**src/rtl/mux_rr_arbiter.sv**
```systemverilog
// mux_rr_arbiter
//   Round-robin arbiter that shares one WIDTH:1 bit-select datapath among
//   WIDTH requesters. The arbiter registers a one-hot grant and the owner
//   index s, so y = i[s] while a grant is active. Each ownership is capped at
//   MAX_BEATS consecutive cycles. When the cap is reached the owner is
//   force-released, and tout pulses for one cycle.
//
//   Optional macro MUX_ARB_FIXED_PRIO_EN: when it is defined, the winner is
//   always the lowest-index requester. The last-owner pointer is still kept
//   up to date. When it is undefined, the search starts at last+1 and wraps.
//
// Ports
//   clk    : clock, rising edge
//   rst_n  : asynchronous active-low reset
//   req    : request vector, bit k = requester k wants the line
//   i      : data bits, bit k belongs to requester k
//   s      : registered select (index of current owner)
//   gnt    : registered one-hot grant, zero when idle
//   valid  : registered, 1 while a grant is active
//   y      : combinational i[s] when valid, else 0
//   tout   : registered one-cycle pulse on a forced release
module mux_rr_arbiter #(
  parameter int WIDTH     = 4,
  parameter int MAX_BEATS = 4
) (
  input  logic                     clk,
  input  logic                     rst_n,
  input  logic [WIDTH-1:0]         req,
  input  logic [WIDTH-1:0]         i,
  output logic [$clog2(WIDTH)-1:0] s,
  output logic [WIDTH-1:0]         gnt,
  output logic                     valid,
  output logic                     y,
  output logic                     tout
);

  localparam int          SW = $clog2(WIDTH);
  localparam int          CW = $clog2(MAX_BEATS + 1);
  localparam int unsigned N  = WIDTH;
  localparam logic [CW-1:0] CNT_MAX  = CW'(MAX_BEATS);
  localparam logic [CW-1:0] CNT_ONE  = CW'(1);
  localparam logic [SW-1:0] LAST_RST = SW'(WIDTH - 1);

  typedef enum logic {IDLE, GRANT} state_t;

  state_t          state;
  logic [CW-1:0]   cnt;
  logic [SW-1:0]   last;

  logic [SW-1:0]   win;
  logic [WIDTH-1:0] win_oh;
  logic            any_req;
  logic            owner_req;
  logic            at_max;
  logic            rel;
  logic            forced;

  assign any_req   = |req;
  assign owner_req = req[s];
  assign at_max    = (cnt == CNT_MAX);
  // Dropping the request in the same cycle as the cap counts as voluntary.
  assign rel       = !owner_req || at_max;
  assign forced    = owner_req && at_max;

  // Winner search.
  // Round-robin: scan offsets 1..WIDTH from last. Offset WIDTH lands back on
  // last, so a sole requester that was forced out is granted again.
  always_comb begin
    logic        found;
    int unsigned idx;
    win    = '0;
    win_oh = '0;
    found  = 1'b0;
    idx    = 0;
`ifdef MUX_ARB_FIXED_PRIO_EN
    for (int unsigned k = 0; k < N; k++) begin
      if (!found && req[SW'(k)]) begin
        found = 1'b1;
        win   = SW'(k);
      end
    end
`else
    for (int unsigned off = 1; off <= N; off++) begin
      idx = 32'(last) + off;
      if (idx >= N) idx = idx - N;
      if (!found && req[SW'(idx)]) begin
        found = 1'b1;
        win   = SW'(idx);
      end
    end
`endif
    win_oh[win] = 1'b1;
  end

  always_ff @(posedge clk or negedge rst_n) begin
    if (!rst_n) begin
      state <= IDLE;
      s     <= '0;
      gnt   <= '0;
      valid <= 1'b0;
      tout  <= 1'b0;
      cnt   <= '0;
      last  <= LAST_RST;
    end else begin
      case (state)
        IDLE: begin
          tout <= 1'b0;
          if (any_req) begin
            state <= GRANT;
            s     <= win;
            gnt   <= win_oh;
            valid <= 1'b1;
            cnt   <= CNT_ONE;
            last  <= win;
          end
        end
        GRANT: begin
          if (rel) begin
            tout <= forced;
            if (any_req) begin
              // Handover with no bubble: valid stays high.
              s    <= win;
              gnt  <= win_oh;
              cnt  <= CNT_ONE;
              last <= win;
            end else begin
              state <= IDLE;
              gnt   <= '0;
              valid <= 1'b0;
            end
          end else begin
            tout <= 1'b0;
            cnt  <= cnt + CNT_ONE;
          end
        end
        default: state <= IDLE;
      endcase
    end
  end

  assign y = valid & i[s];

endmodule

```
**config.mk**
```make
export PLATFORM = sky130hd
export DESIGN_NAME = mux_rr_arbiter
export DESIGN_NICKNAME = d
export VERILOG_FILES = /design/src/rtl/mux_rr_arbiter.sv
export SDC_FILE = /design/constraint.sdc
export NUM_CORES = 1
export LEC_CHECK = 0
export CAP_MARGIN = 20
export CORE_MARGIN = 2
export CORE_UTILIZATION = 50
export CTS_CLUSTER_SIZE = 30
export DETAILED_ROUTE_END_ITERATION = 7
export PLACE_DENSITY = 0.82
export SLEW_MARGIN = 30
export SYNTH_ARGS = -nofsm -noshare
export SYNTH_HDL_FRONTEND = slang
export SYNTH_SLANG_ARGS = --single-unit
```
**constraint.sdc**
```tcl
create_clock -name clk -period 3.12 [get_ports clk]
set_clock_uncertainty 0.2 [all_clocks]
set_input_delay 0.312 -clock clk [delete_from_list [all_inputs] [get_ports clk]]
set_output_delay 0.312 -clock clk [all_outputs]
set_load 0.005 [all_outputs]
```
* Yosys cells after proc, flatten, opt, wreduce, memory -nomap -nowiden
Cells that the tools add are included.
Word-level totals: bits in registers 14, bits of input ports 10, output and inout bits 9, logic and storage cells 93
Cells by class: $add $sub $neg 9, magnitude comparators 11, equal/unequal tests 4, muxes and demuxes 47, bitwise gates (word level) 2, reductions and logical operators 13
Operators with widths (count):
- 2-bit two-way mux | 12
- 2-bit by 3-bit < comparator with 1-bit output (second input constant) | 6
- 1-bit two-way mux | 16
- 1-bit binary-select mux with 2-bit select | 6
- 4-bit two-way mux | 3
- 3-bit greater-or-equal comparator (second input constant) | 3
- 2-bit one-hot mux with 2 select lines | 2
- 4-bit one-hot mux with 2 select lines | 1
- 2-bit by 1-bit subtractor with 2-bit output (second input constant) | 4
- 2-bit by 2-bit adder with 3-bit output (second input constant) | 2
- 3-bit two-way mux | 2
- 1-bit one-hot mux with 2 select lines | 3
- 3-bit one-hot mux with 2 select lines | 1
- 1-bit logical AND | 5
- 2-bit by 3-bit adder with 4-bit output (second input constant) | 1
- 4-bit by 3-bit greater-or-equal comparator with 1-bit output (second input constant) | 1
- 1-bit logical NOT | 4
- 2-bit inequality test (second input constant) | 2
- 4-bit OR reduction | 1
- 2-bit by 1-bit adder with 3-bit output (second input constant) | 1
- 3-bit by 1-bit adder with 3-bit output (second input constant) | 1
- 3-bit == test (second input constant) | 1
- 3-bit AND reduction | 1
- 1-bit demux with 2-bit select | 1
- other kinds (6) | 6

* Logic depth before layout (Yosys ltp)
Gate-level depths: netlist (run 1).
depth in word-level cells 22, gate-level depth with buffers 7, gate-level depth less buffers 6

* Worst setup path before layout (run 1)
OpenSTA, ideal clock, no wires.
path type register -> register, start register s[0], end register gnt[0], setup time 0.122 ns, data arrival time 1.614 ns, data required time 2.798 ns, path slack 1.184 ns, cell stages (with the launch flop) 6, path buffers 1, period minus slack after synthesis 1.936 ns, path through dfrtp_1 > mux4_2 > and3_1 > buf_6 > a21o_4 > a32o_1
Between the ends: cells in the longest elaborated chain, start to end 6
Ends and longest elaborated chain:
- start: declaration | RTL line 30 | output logic [$clog2(WIDTH)-1:0] s,
- start signal: assignment | RTL line 110 | s <= win;
- start signal: assignment | RTL line 122 | s <= win;
- 1-bit binary-select mux with 2-bit select | RTL line 59 | assign owner_req = req[s];
- 1-bit two-way mux (not written as such) | RTL line 59
- 1-bit logical NOT | RTL line 62 | assign rel = !owner_req || at_max;
- 1-bit logical OR | RTL line 62
- 2-bit by 1-bit inequality test with 1-bit output (no source line)
- 2-bit AND reduction (no source line)
- end signal: assignment | RTL line 111 | gnt <= win_oh;
- end signal: assignment | RTL line 123 | gnt <= win_oh;
- end: declaration | RTL line 31 | output logic [WIDTH-1:0] gnt,
Every way passes these cells. The select of a mux whose other input is x is not followed. A chain may end at the register's enable or synchronous reset.

* Worst setup path after layout (run 1)
start register s[0], end output port y
Between the ends: cells in the longest elaborated chain, start to end 3
Ends and longest elaborated chain:
- 1-bit binary-select mux with 2-bit select | RTL line 141 | assign y = valid & i[s];
- 1-bit two-way mux (not written as such) | RTL line 141
- 1-bit AND | RTL line 141
- end: declaration | RTL line 33 | output logic y,
Every way passes these cells. The select of a mux whose other input is x is not followed.

==> summary.txt, run 1 <==
STA
  – Slew Limit Fails: 0
  – Slew HR: 59.8%
  – Setup TNS: 0 ns
  – Final setup vio count: 0
  – Period minus WS final: 2.41 ns
  – Final period utilization: 77.1%
  – Final Hold Fails: 0
  – Fmax: 416 MHz
  – Final WS setup: 0.714 ns
  – Worst-Margin Slew: 0.600 ns
  – RSZ-0062 raised after global routing: false

Critical path
  – Critical path arrival: 1.89 ns
  – Buf/Inv on CP: 1
  – Critical Path Sink Type: output pin
  – Worst setup path class: flip-flop to output pin
  – R2R setup slack: 1.15 ns
  – Max FO, Critical Path: 4
  – Cell Chain, Critical Path: mux4_1 -> and2_1 -> clkdlybuf4s50_1
  – RR Endpoint: gnt[0]$_DFFE_PN0P_
  – Reg2reg path depth: 4
  – Worst flop-to-flop path startpoint: s[0]$_DFFE_PN0P_
  – Worst Path Required: 2.61 ns
  – Max stage delay on crit path: 0.58 ns
  – CP top delay family: multiplexers
  – Worst path slowest cell: mux4_1
  – Worst Setup SP: s[0]$_DFFE_PN0P_
  – Startpoint Class: flip-flop

Global routing
  – Initial antenna violation count: 0
  – Congestion Overflow GR: 0
  – Met1 usage: 21.7%
  – Largest net degree at the start of global routing: 15
  – Tot GR Track Use: 18.8%
  – Vias in the first global route: 536
  – GRT met2 Usage: 30.8%
  – Met3 Use GR: 7.76%
  – First-pass GRT wire length: 2450 um
  – Top Usage Layer GRT: met2

Synth
  – Post-synth net total: 78
  – Synth Register Bits: 14
  – Synth Cell Area: 737 um2
  – Cells after synthesis: 66
  – Register area share after synthesis: 47.9%
  – Synth Area per Inst: 11.2 um2
  – Synth cell types: 31
  – Synth warn: 0

Clocking
  – CTS Hold Bufs: 0
  – TritonCTS clock tree: built
  – Post-CTS Setup Bufs: 0
  – H-tree levels: 1
  – Num CTS Buffers: 3
  – Clk root buf: clkbuf_4
  – Worst-path clk slew: 0.08 ns
  – Max Root-Sink Buffers: 2
  – Clk_lat worst skew: 0.28 ns
  – Clock Sinks: 14
  – PostCTS Resize Cnt: 0

Layout
  – Post-Layout Cell Count: 102
  – Fraction of layout cells with a size suffix above 1: 17.2%
  – Ant diodes: 0
  – Sequential Area: 353 um2
  – Fill cells: 100
  – Final Cell Area: 961 um2
  – Multi-input gate area: 350 um2
  – Fin nets: 100
  – Area grow syn2layout: 30.4%

Drt
  – Post-route DRC violation count: 0
  – Average routed wire per standard cell: 14.3 um
  – Drt pass-1 iters: 4
  – DR iter-0 viols: 12
  – Vias per cell: 5.58
  – Vias after detailed routing: 569
  – Final wirelength: 1460 um
  – Post-DRT Antenna Nets: 0

Placement
  – Setup WS pre-CTS: 0.761 ns
  – HPWL after detailed placement: 1140 um
  – Cell count after placement: 98
  – GP Congestion: 0.766
  – Placed cell area: 925 um2
  – Port bufs: 18

Pwr
  – Peak VDD IR: 0.559 mV
  – P_leak: 0.419 nW
  – PwrDens: 852 nW/um2

Min path
  – HP Class: input port to asynchronous set/reset pin

Floorplan
  – Initial Utilization: 55.3%
  – Die Area: 1800 um2
  – Die X: 42.4 um
  – Core Box Area: 1330 um2
  – Number of cell rows: 13
  – Die Y: 42.4 um
  – Top Ports: 19

Run
  – Max cap viols: 0

Outcome
  – Status: completed
## cell type report
type / count / area share [%]
flip-flops and latches: 14 / 36.7
inverters: 6 / 2.34
multi-input cells: 45 / 36.5
repair buffers: 18 / 18.8
clock buffers: 4 / 3.78
well taps: 15 / 1.95
## worst max path at each step
stage	to	depth (start not counted)
floorplan	gnt[0]$_DFFE_PN0P_	5
global placement	gnt[0]$_DFFE_PN0P_	5
detailed placement	gnt[0]$_DFFE_PN0P_	5
CTS	y	3
global route	y	3
finish	y	3
## cells by family (layout without fill, tap and decap cells)
| group | count (synthesis) | after routing | synth area share (%) |
|---|---|---|---|
| AO/OA/AOI/OAI | 17 | 17 | 18.2 |
| adder cells (fa/ha/maj) | 3 | 3 | 4.75 |
| buffers and inverters | 7 | 28 | 4.58 |
| flip-flops | 14 | 14 | 47.9 |
| multiplexers | 3 | 3 | 7.98 |
| AND/OR/NAND/NOR | 22 | 22 | 16.6 |
## placed cells by master, fill, tap and decap left out, types with 2 or more instances in the layout
cell / netlist / layout
o21ai_0: 2 / 2
clkdlybuf4s50_1: 0 / 18
clkbuf_4: 0 / 3
nand2_1: 7 / 7
nor2_1: 4 / 4
o21ai_1: 2 / 2
inv_1: 5 / 5
dfrtp_1: 12 / 12
nor2b_1: 4 / 4
ha_1: 2 / 2
dfstp_2: 2 / 2
a21oi_1: 5 / 5
## worst reg2reg max path: stages, from the launching register on
cell	delay [ns]
dfrtp_1	0.43
mux4_2	0.56
and3_1	0.26
a21o_4	0.22
a32o_1	0.20
## where the power goes
part	internal, mW	leakage, nW	switching, mW
Clock	0.0711	0.0210	0.0604
Sequential	0.259	0.168	0.0641
Combinational	0.211	0.230	0.152
## layer usage
layer | up-vias | wire length (um)
li1 | 274 | -
met1 | 271 | 652
met2 | 22 | 702
met3 | 2 | 90
met4 | 0 | 17
met5 | - | 0
## per-stage QoR
stage | util, % | total power, mW | hold WS [ns]
floorplan | - | 0.563 | -0.184
global placement | 69.3 | 0.680 | 0.282
detailed placement | 69.3 | 0.690 | 0.274
CTS | 72.0 | 0.824 | 0.219
global route | 72.0 | 0.883 | 0.245
finish | 72.0 | 0.818 | 0.201
## state kept, by name, summed over array words and instances (netlist names)
name / count
cnt: 3
gnt: 4
last: 2
s: 2
state: 1
tout: 1
valid: 1
## synthesized netlist by cell type (all sizes together)
cell	count	share of area, %
a21o	1	2.0
a21oi	5	3.4
a22o	1	1.2
a31oi	1	1.7
a32o	1	1.4
and2	1	0.85
and3	1	0.85
and3b	1	1.2
buf	1	1.5
dfrtp	12	41
dfstp	2	7.1
ha	2	3.4
inv	6	3.1
maj3	1	1.4
mux2i	1	1.4
mux4	2	6.6
nand2	7	3.6
nor2	4	2.0
nor2b	4	3.4
nor3b	1	1.0
nor4	1	1.7
o21ai	4	2.7
o221a	1	1.5
o2bb2ai	2	3.2
o31ai	1	1.0
or2	2	2.0
(Power assumes the default switching activity.)
==> inputs of run 2 (changes only) <==
Settings changed: CORE_UTILIZATION 50 to 42, PLACE_DENSITY 0.82 to 0.73.
Clock period 3.12 ns to 2.18 ns, I/O delays scaled along.
==> summary.txt, run 2 (synthesis results as in run 1) <==
Outcome
  – Status: completed

Drt
  – Post-route DRC violation count: 0 (unchanged)
  – Post-DRT Antenna Nets: 0 (unchanged)
  – Vias after detailed routing: 602 (+5.8%)
  – Average routed wire per standard cell: 12.4 um (-14%)
  – Met3 routed WL: 92 um (+2.2%)
  – Final wirelength: 1410 um (-3.6%)
  – DR iter-0 viols: 12 (unchanged)
  – Met1 WL: 656 um (+0.61%)
  – Met2 Wirelength: 661 um (-5.8%)
  – Drt pass-1 iters: 4 (unchanged)
  – Top Layer Used: met3
  – Vias per cell: 5.28 (-5.3%)

Critical path
  – Critical path arrival: 1.96 ns (+0.07 ns)
  – Buf/Inv on CP: 1 (unchanged)
  – Worst path slowest cell: mux4_2
  – Worst setup path endpoint: gnt[0]$_DFFE_PN0P_
  – CP top delay family: multiplexers
  – Worst Path Required: 2.15 ns (-0.46 ns)
  – Worst setup path class: flip-flop to flip-flop
  – WP depth: 5 (+2)
  – RR Endpoint: gnt[0]$_DFFE_PN0P_
  – R2R setup slack: 0.19 ns (-0.96 ns)
  – Max stage delay on crit path: 0.53 ns (-0.05 ns)
  – Startpoint Class: flip-flop
  – Worst flop-to-flop path startpoint: s[0]$_DFFE_PN0P_
  – Reg2reg path depth: 5 (+1)
  – Worst Setup SP: s[0]$_DFFE_PN0P_
  – Cell Chain, Critical Path: buf_4 -> mux4_2 -> and3_1 -> a21o_4 -> a32o_1
  – Max FO, Critical Path: 4 (unchanged)
  – Critical Path Sink Type: flip-flop

Pwr
  – Sw Pwr: 0.408 mW (+48%)
  – Comb power frac: 48.9% (+4.5 points)
  – Switching share of power: 32.8% (-1.0 points)
  – Peak VDD IR: 0.705 mV (+26%)
  – P_int: 0.836 mW (+54%)
  – PwrDens: 1200 nW/um2 (+41%)
  – Clock share of power: 14.6% (-1.5 points)
  – Sequential share of power: 36.5% (-3.0 points)
  – P_leak: 0.467 nW (+11%)
  – PnR Total Power: 1.24 mW (+52%)

Layout
  – Max reg flops: 4 (unchanged)
  – Fin nets: 110 (+10%)
  – Fin util: 61.2% (-11 points)
  – Area grow syn2layout: 40.2%
  – Most flops, register: gnt
  – Most frequent cells in the layout: 17 x clkdlybuf4s50_1, 12 x dfrtp_1, 10 x buf_4
  – Commonest non-fill, non-tap cell in the layout: clkdlybuf4s50_1
  – Post-Layout Cell Count: 114 (+12%)
  – Fraction of layout cells with a size suffix above 1: 26.8% (+9.6 points)
  – Ant diodes: 0 (unchanged)
  – Largest registers: gnt (4), cnt (3)

Global routing
  – Initial antenna violation count: 0 (unchanged)
  – Tot GR Track Use: 14.6% (-4.2 points)
  – First-pass GRT wire length: 2210 um (-9.6%)
  – Congestion Overflow GR: 0 (unchanged)
  – Largest net degree at the start of global routing: 15 (unchanged)
  – Vias in the first global route: 557 (+3.9%)

Clocking
  – Worst-path clk slew: 0.08 ns (about the same)
  – Clock Sinks: 14 (unchanged)
  – Max Root-Sink Buffers: 2 (unchanged)
  – Num CTS Buffers: 3 (unchanged)
  – H-tree levels: 1 (unchanged)
  – Clk root buf: clkbuf_4
  – Clk_lat worst skew: 0.27 ns (about the same)
  – TritonCTS clock tree: built
  – CTS Hold Bufs: 0 (unchanged)

Floorplan
  – Initial Utilization: 43.6% (-12 points)
  – Die X: 45.9 um (+8.3%)
  – Die Y: 45.9 um (+8.3%)
  – Core Box Area: 1690 um2 (+27%)
  – Top Ports: 19 (unchanged)
  – Number of cell rows: 15 (+2)
  – Die Area: 2110 um2 (+17%)

STA
  – Setup TNS: 0 ns (unchanged)
  – Final WS setup: 0.191 ns (-0.524 ns)
  – Fmax: 503 MHz
  – Slew HR: 60.2% (+0.37 points)
  – RSZ-0062 raised after global routing: false
  – Slew Limit Fails: 0 (unchanged)
  – Final Hold Fails: 0 (unchanged)
  – Worst-Margin Slew: 0.595 ns (-0.00550 ns)
  – Final setup vio count: 0 (unchanged)
  – Final period utilization: 91.3%
  – Period minus WS final: 1.99 ns

Placement
  – Port bufs: 18 (unchanged)
  – Setup WS pre-CTS: 0.0399 ns (-0.721 ns)
  – Cell count after placement: 109 (+11%)
  – HPWL after detailed placement: 1120 um (-1.1%)
  – GP Congestion: 0.707 (-7.7%)

Run
  – Max cap viols: 0 (unchanged)

Min path
  – HP Class: input port to asynchronous set/reset pin
[run 2: repair_timing]
| action | in CTS | in global routing |
|---|---|---|
| setup buffers | 1 | 0 |
| setup endpoints to repair | 1 | 0 |
| gates resized for setup | 2 | 0 |
[run 2: metrics by stage]
step                      hold slack, ns  area, um2
after floorplan                   -0.278        737
after global placement             0.281        995
after detailed placement           0.285        995
after CTS                          0.131       1030
after global routing               0.157       1030
final                              0.117       1030
[run 2: power groups by stage]
| stage | Clock (mW) | Combinational (mW) | Sequential, mW |
|---|---|---|---|
| 5_1_grt | 0.204 | 0.671 | 0.470 |
| 6_report | 0.182 | 0.608 | 0.454 |
| 2_1_floorplan | 0 | 0.353 | 0.452 |
| 3_3_place_gp | 0 | 0.577 | 0.460 |
| 4_1_cts | 0.189 | 0.616 | 0.456 |
| 3_5_place_dp | 0 | 0.592 | 0.466 |
[run 2: metal layers]
| metal | vias up | track usage [%] |
|---|---|---|
| met5 | - | 0 |
| met4 | 0 | 3.43 |
| met3 | 0 | 3.97 |
| met2 | 18 | 24.2 |
| met1 | 288 | 18.9 |
| li1 | 296 | - |
[run 2: how the worst min path moves through the flow]
stage / startpoint / end / slack (ns) / cells after the start
finish: rst_n / state$_DFF_PN0_ / 0.12 / 1
global route: rst_n / cnt[2]$_DFF_PN0_ / 0.16 / 1
CTS: rst_n / state$_DFF_PN0_ / 0.13 / 1
detailed placement: gnt[1]$_DFFE_PN0P_ / gnt[1]$_DFFE_PN0P_ / 0.29 / 1
global placement: gnt[1]$_DFFE_PN0P_ / gnt[1]$_DFFE_PN0P_ / 0.28 / 1
floorplan: rst_n / cnt[0]$_DFF_PN0_ / -0.28 / 0
[run 2: final cells by class]
cell class / instances / area, um2
Sequential cell: 14 / 353
Fill cell: 147 / 656
Clock buffer: 4 / 36.3
Multi-Input combinational cell: 45 / 347
Tap cell: 17 / 21.3
Timing Repair Buffer: 28 / 254
Inverter: 6 / 22.5
==> RTL change (flow settings as in run 1) <==
The parameter `MAX_BEATS` goes from 4 to 16.
--- a/src/rtl/mux_rr_arbiter.sv
+++ b/src/rtl/mux_rr_arbiter.sv
@@ -23,3 +23,3 @@
   parameter int WIDTH     = 4,
-  parameter int MAX_BEATS = 4
+  parameter int MAX_BEATS = 16
 ) (
Function: changed (a bounded check fails within 10 cycles, from zero or initial values and one cycle with rst_n low).
==> RTL change against run 1 <==
Worst setup slack gained 75 ps; power grew 15%; final area grew 17%; register-to-register slack gained 180 ps; wire length grew 8.4%; first-iteration DRC count shrank 33%; highest routed layer unchanged; sequential cell count grew 2; area after synthesis grew 20%; count of clock-buffer cells in the layout is the same.
==> RTL change: results (changes against run 1) <==
| Metric | Value |
|---|---|
| Status | completed |
| Via count | 658 (+16%) |
| Ys async rst share | 100% (unchanged) |
| Resize count post-CTS | 0 (unchanged) |
| Worst-path maximum fanout | 5 (+1) |
| Post-Synth XOR/XNOR Area | 1.99% (+2.0 points) |
| Compound-Gate Fraction of Synth Area | 25.8% (+7.6 points) |
| Ys flop type | dfrtp_1 |
| Worst Hold Class | input port to async pin |
| Global-route wire length before repair | 2610 µm (+6.5%) |
| Top cells by area, synth | dfrtp_1 40%, dfstp_2 6.0%, a22o_1 4.0% |
| RR Endpoint | s[0] |
| Drt first pass iters | 4 (unchanged) |
| Post-synth top cells | 14 x dfrtp_1, 5 x nor2_1, 4 x a21oi_1, 4 x a22o_1 |
| R2R Setup Slk | 1330 ps (+180 ps) |
| CTS Buf Count | 3 (unchanged) |
| Maximum vdd drop | 0.536 mV (-4.2%) |
| Worst-skew pair later-pin latency | 280 ps (about the same) |
| Fraction of layout cells with a size suffix above 1 | 16.5% (-0.75 points) |
| Hold Fails Final Rpt | 0 (unchanged) |
| Arr. time, crit path | 1820 ps (-70 ps) |
| Longest Clk Path Bufs | 2 (unchanged) |
| DP HPWL | 1180 µm (+4.1%) |
| Initial antenna violation count | 0 (unchanged) |
| Synth Net Count | 87 (+12%) |
| Worst-path clk slew | 90 ps |
| Mux contribution to synthesized area | 8.51% (+0.53 points) |
| Worst Setup SP | s[0] |
| # diodes | 0 (unchanged) |
| Leakage | 0.000489 µW (+16%) |
| Worst setup path end | y |
| GP Congestion | 0.718 (-6.2%) |
| Root Buffer | clkbuf_4 |
| Htree depth | 1 (unchanged) |
| Ys Warns | 0 (unchanged) |
| Pin count of the biggest net entering global routing | 17 (+2) |
| Post-synthesis sequential area ratio | 45.7% (-2.2 points) |
| Largest regs | cnt x5, gnt x4 |
| Worst r2r path cells | 5 (+1) |
| Gr usage total | 17.2% (-1.6 points) |
| Port Buffers | 18 (unchanged) |
| NumNets Final | 110 (+10%) |
| Buffer count from post-CTS setup fixing | 0 (unchanged) |
| Rel. slew slack | 55.0% (-4.9 points) |
| Vias in the first global route | 608 (+13%) |
| R2R Path Start | cnt[0] |
| Adder-cell area share of the yosys netlist | 2.84% (-1.9 points) |
| Synth cell types | 37 (+19%) |
| Initial drt markers | 8 (-4) |
| Avg WL per Cell | 13.9 µm (-3.0%) |
## RTL change: changes by cell type after synthesis, sizes merged, moves of 3 or more
cell	before	now
a22o	1	4
inv	6	3
nand2	7	2
nor2b	4	1
nand3	0	3
## RTL change: how the worst min path moves through the flow
stage / slack, ps / start / cells after the start / to
2_1_floorplan: -180 / rst_n / 0 / cnt[0]
3_3_place_gp: 280 / gnt[2] / 1 / gnt[2]
3_5_place_dp: 280 / gnt[0] / 1 / gnt[0]
4_1_cts: 260 / rst_n / 1 / cnt[2]
5_1_grt: 290 / rst_n / 1 / cnt[0]
6_report: 240 / rst_n / 1 / gnt[3]
## RTL change: layout make-up
cell class | instances | area (µm²)
Tap cell | 17 | 21.3
Fill cell | 126 | 569
Timing Repair Buffer | 18 | 180
Sequential cell | 16 | 403
Multi-Input combinational cell | 56 | 465
Clock buffer | 4 | 36.3
Inverter | 3 | 13.8
## RTL change: kinds of logic after synthesis
| family | after synthesis |
|---|---|
| xor+xnor | 2 |
| compound gates | 26 |
| simple gates | 20 |
| mux | 6 |
| fa+ha+maj | 2 |
| flops | 16 |
| buf+inv | 3 |
## RTL change: metal layers
layer,track usage (%),routed length (µm),up-vias
met3,7.54,107,2
met1,23.3,771,305
met2,25.3,692,22
li1,-,-,329
met4,4.00,14,0
met5,0,0,-
## RTL change: worst max-delay path, cell delays in order (launching register included)
cell and delay [ps]:
dfrtp_1 430, mux4_2 520, and2_1 160, clkdlybuf4s50_1 430
## RTL change: through the flow
step,setup slack (ps),cells,util [%],hold WS [ps],area [µm²]
after floorplan,1480,75,-,-184,882
after global placement,858,110,64.1,281,1080
after detailed placement,840,110,64.1,276,1080
after CTS,777,114,66.3,260,1120
after global routing,738,114,66.3,290,1120
final,789,114,66.3,236,1120
## RTL change: report_power, final
part / switching (µW) / internal [µW]
combinational: 188 / 255
sequential: 76.4 / 288
clock: 60.6 / 71.0
